File: config.mk
export PLATFORM = sky130hd
export DESIGN_NAME = cv32e40p_hwloop_shuffler
export DESIGN_NICKNAME = d
export VERILOG_FILES = /design/src/rtl/cv32e40p_hwloop_shuffler.sv
export SDC_FILE = /design/constraint.sdc
export NUM_CORES = 1
export LEC_CHECK = 0
export ABC_AREA = 1
export BUFFER_PORTS_ARGS = -buffer_cell sky130_fd_sc_hd__buf_2
export CAP_MARGIN = 0
export CORE_UTILIZATION = 50
export CTS_BUF_LIST = sky130_fd_sc_hd__clkbuf_4
export CTS_CLUSTER_SIZE = 20
export DETAILED_ROUTE_END_ITERATION = 8
export GPL_TIMING_DRIVEN = 0
export HOLD_SLACK_MARGIN = 0.08
export MAX_ROUTING_LAYER = met4
export PLACE_DENSITY = 0.71
export SLEW_MARGIN = 10
export SYNTH_ARGS = -nofsm -noshare
export SYNTH_HDL_FRONTEND = slang
export SYNTH_SLANG_ARGS = --single-unit
File: constraint.sdc
create_clock -name clk -period 2.8 [get_ports clk]
set_clock_uncertainty 0.1 [all_clocks]
set_input_delay 0.42 -clock clk [delete_from_list [all_inputs] [get_ports clk]]
set_output_delay 0.42 -clock clk [all_outputs]
set_load 0.005 [all_outputs]
File: src/rtl/cv32e40p_hwloop_shuffler.sv
// cv32e40p_hwloop_shuffler
// Produces a random permutation of 0..NUM_INPUT-1 using a sequential
// Fisher-Yates shuffle. Random words come in through a valid/ready handshake.
// The last committed permutation is held on index_o until the next commit.
// A single request can be queued while a shuffle runs. An identity bypass
// commits 0..N-1 without consuming any random words.
module cv32e40p_hwloop_shuffler #(
    parameter int NUM_INPUT   = 4,
    parameter int INPUT_WIDTH = $clog2(NUM_INPUT)
) (
    input  logic                                      clk,
    input  logic                                      rst_n,
    input  logic                                      next_i,
    input  logic                                      bypass_i,
    input  logic                                      rnd_valid_i,
    input  logic [INPUT_WIDTH-1:0]                    rnd_i,
    output logic                                      rnd_ready_o,
    output logic                                      busy_o,
    output logic                                      done_o,
    output logic [NUM_INPUT-1:0][INPUT_WIDTH-1:0]     index_o
);

    typedef enum logic {
        IDLE,
        SHUFFLE
    } state_e;

    state_e                                 state_q;
    logic [NUM_INPUT-1:0][INPUT_WIDTH-1:0]  work_q;
    logic [NUM_INPUT-1:0][INPUT_WIDTH-1:0]  index_q;
    logic [NUM_INPUT-1:0][INPUT_WIDTH-1:0]  identity;
    logic [NUM_INPUT-1:0][INPUT_WIDTH-1:0]  swapped;
    logic [INPUT_WIDTH-1:0]                 k_q;
    logic [INPUT_WIDTH-1:0]                 mask;
    logic [INPUT_WIDTH-1:0]                 r;
    logic                                   pending_q;
    logic                                   done_q;
    logic                                   handshake;
    logic                                   accept;
    logic                                   last_step;
    logic                                   restart;

    // Identity permutation used for reset, bypass and work array reload.
    always_comb begin
        identity = '0;
        for (int i = 0; i < NUM_INPUT; i++) begin
            identity[i] = INPUT_WIDTH'(i);
        end
    end

    // Smallest all-ones mask covering k. Masking the random word this way
    // keeps rejections rare while the r > k rejection keeps the draw uniform.
    always_comb begin
        mask = k_q;
        for (int s = 1; s < INPUT_WIDTH; s++) begin
            mask = mask | (mask >> s);
        end
    end

    assign r         = rnd_i & mask;
    assign handshake = rnd_valid_i && (state_q == SHUFFLE);
    assign accept    = handshake && (r <= k_q);
    assign last_step = (k_q <= INPUT_WIDTH'(1));
    assign restart   = pending_q || next_i;

    // Work array with positions k and r exchanged. When r == k this is a no-op.
    always_comb begin
        swapped      = work_q;
        swapped[k_q] = work_q[r];
        swapped[r]   = work_q[k_q];
    end

    // Control FSM, shuffle datapath, request queue and committed output.
    always_ff @(posedge clk or negedge rst_n) begin
        if (!rst_n) begin
            state_q   <= IDLE;
            work_q    <= identity;
            index_q   <= identity;
            k_q       <= '0;
            pending_q <= 1'b0;
            done_q    <= 1'b0;
        end else begin
            done_q <= 1'b0;
            case (state_q)
                IDLE: begin
                    if (next_i || pending_q) begin
                        pending_q <= 1'b0;
                        if (bypass_i) begin
                            index_q <= identity;
                            done_q  <= 1'b1;
                        end else begin
                            work_q  <= identity;
                            k_q     <= INPUT_WIDTH'(NUM_INPUT - 1);
                            state_q <= SHUFFLE;
                        end
                    end
                end
                SHUFFLE: begin
                    if (next_i) begin
                        pending_q <= 1'b1;
                    end
                    if (accept) begin
                        if (!last_step) begin
                            work_q <= swapped;
                            k_q    <= k_q - INPUT_WIDTH'(1);
                        end else begin
                            index_q <= swapped;
                            done_q  <= 1'b1;
                            if (restart && !bypass_i) begin
                                pending_q <= 1'b0;
                                work_q    <= identity;
                                k_q       <= INPUT_WIDTH'(NUM_INPUT - 1);
                            end else if (restart) begin
                                // A queued bypass is served from IDLE on the next cycle.
                                pending_q <= 1'b1;
                                state_q   <= IDLE;
                            end else begin
                                state_q <= IDLE;
                            end
                        end
                    end
                end
                default: state_q <= IDLE;
            endcase
        end
    end

    assign rnd_ready_o = (state_q == SHUFFLE);
    assign busy_o      = (state_q == SHUFFLE);
    assign done_o      = done_q;
    assign index_o     = index_q;

endmodule

==> results.cfg <==
[run_status]
status = completed

[pwr]
powerDensity_nw_per_um2 = 1202
leakagePower_nw = 0.8759
ir_worst_vdd_v = 0.0007417

[critical_path]
crit_fanout = 9
worstSetupPathType = flop to flop
critical_path_arrival_ps = 1850
r2r_setup_slack_ps = 1110
end_kind = flop
worst_setup_path_start_kind = flop
required_ps = 2960
r2r_end = work_q[7]
r2r_start = busy_o
rr_worst_depth = 9

[sta]
clock.fmax_ghz = 0.5915
final_hold_viol_count = 0
rsz0062_at_grt = false
slew_headroom_pct = 67.89
tightest_slew_ps = 481.7
post-route-worst-setup-slack_ps = 1110
tns_ps = 0
fin_crit_ps = 1690
whs_ps = 315.2
setup_violations = 0
fin_crit_sh_pct = 60.37
drv_slew = 0

[drt]
num_vias = 1259
drcViolationCount = 0
ant_nets = 0
viasPerCell = 5.077
post_drt_wl_per_cell_um = 12.50
drt_iter0_markers = 33
first_pass_iters = 7
wl_mm = 3.100

[clocking]
cts_sinks = 21
htree_levels = 1
clkLatencyLatePin_ps = 310
clockBufferDepth = 2
cts_hold_buf = 1
ctsResizeCount = 0
cts_tree = done
cts_inserted_buffers = 3
cts.clk_slew.worst_paths_ps = 120
root_buffer = clkbuf_4
post-cts-setup-buffers = 0

[min_path]
hp-class = input port to flop
hold_depth = 3
hold_start = bypass_i
hold_end = pending_q

[floorplan]
start_util_pct = 54.77
die-area_um2 = 3003
core_um2 = 2545
die_h_um = 54.80
row_count = 18
die_x_um = 54.80
pin_count = 18

[place]
portBuffers = 17
hpwl_mm = 2.359
placed_area_um2 = 1516
place_ws_ps = 1141
finalWeightedCongestion = 0.8922

[synthesis]
synth_cell_type_count = 24
synth_area_per_cell_um2 = 7.111
syn_inst = 196
ys_warn_count = 0
syn_nets = 203
yosys_register_bits = 21
ys_seq_area_share_pct = 38.42
synth.cell_area_um2 = 1394

[grt]
grt_pass1_wl_mm = 4.892
antenna_found_initial = 0
grt.total_usage_pct = 23.93
grt_pass1_vias = 1127
grt_max_degree = 22
overflow = 0

[run]
drv_cap = 0

[layout]
syn_to_final_growth_pct = 11.49
n_antenna_cell = 0
final_cell_mix = 67 x nand2_1, 29 x inv_1, 17 x buf_2
design_area_um2 = 1554
final_common_cell = nand2_1
final_nets = 226
drive_gt1_share_pct = 25.69
worst max-delay path by stage:
stage | startpoint | endpoint | slack [ps] | cells past startpoint
4_1_cts | busy_o | work_q[7] | 1120 | 9
2_1_floorplan | busy_o | work_q[2] | 1350 | 9
3_3_place_gp | next_i | k_q[0] | 1170 | 8
3_5_place_dp | busy_o | work_q[5] | 1140 | 9
5_1_grt | busy_o | work_q[5] | 990 | 9
6_report | busy_o | work_q[7] | 1110 | 9
metal layers:
layer,track usage [%],wire [um],share of wire [%]
met1,29.39,1372,44
met2,41.16,1531,49
met3,2.500,166,5.4
met4,6.410,29,0.94
met5,-,0,0
Yosys cell counts:
| cell type | count | area [um^2] |
|---|---|---|
| o21ai_1 | 5 | 25.02 |
| buf_4 | 2 | 15.01 |
| nand2_2 | 4 | 25.02 |
| o21ai_2 | 1 | 8.760 |
| dfrtp_1 | 13 | 325.3 |
| or2_2 | 1 | 6.260 |
| nor2_1 | 14 | 52.55 |
| nand3_1 | 14 | 70.07 |
| nand2_4 | 2 | 22.52 |
| a31oi_1 | 1 | 6.260 |
| a21oi_1 | 6 | 30.03 |
| nand3_2 | 4 | 40.04 |
| nor2_4 | 1 | 11.26 |
| inv_2 | 3 | 11.26 |
| nand2_1 | 67 | 251.5 |
| o21ai_4 | 2 | 32.53 |
| inv_6 | 1 | 8.760 |
| nor2_2 | 2 | 12.51 |
| nor2_8 | 1 | 20.02 |
| dfstp_2 | 8 | 210.2 |
| inv_1 | 29 | 108.9 |
| buf_6 | 2 | 22.52 |
| o21ai_0 | 12 | 60.06 |
| nand3_4 | 1 | 17.52 |
metrics by stage:
step / total power [W] / std cells / util, %
after floorplan: 0.001425 / 196 / -
after global placement: 0.001682 / 243 / 59.59
after detailed placement: 0.001713 / 243 / 59.59
after CTS: 0.001864 / 248 / 61.06
after global routing: 0.002046 / 248 / 61.06
final: 0.001867 / 248 / 61.06
area by class of cell:
type / instances / area, um^2
Buffer: 4 / 37.54
Clock buffer: 3 / 22.52
Clock inverter: 1 / 5.005
Fill cell: 246 / 991.0
Inverter: 33 / 128.9
Multi-Input combinational cell: 138 / 691.9
Sequential cell: 21 / 535.5
Tap cell: 30 / 37.54
Timing Repair Buffer: 18 / 95.09
worst max-delay path, stage by stage, from the launching register on:
cell and delay [ps]:
dfrtp_1 420, buf_6 150, inv_1 230, nand2_2 110
o21ai_4 100, nand2_4 150, nor2_8 190, nand3_2 90
nand2_1 60, inv_1 30
where the power goes:
part	total (W)	internal (W)	leakage, nW	switching, W
clock	0.000152	0.0000534	0.0177	0.0000982
sequential	0.000539	0.000475	0.248	0.0000636
combinational	0.00118	0.000396	0.610	0.000781
kinds of logic after synthesis:
group                  count (synthesis)  synth area share, %
buffers and inverters                 37                11.94
AOI/OAI and AO/OA                     27                11.67
and+or+nand+nor                      111                37.97
DFF                                   21                38.42
sequential cells by signal, summed over array words and instances (netlist names):
register / cells
busy_o: 1
k_q: 2
done_o: 1
pending_q: 1
work_q: 8
index_o: 8
Note: power is estimated with default switching activity, not from simulation.
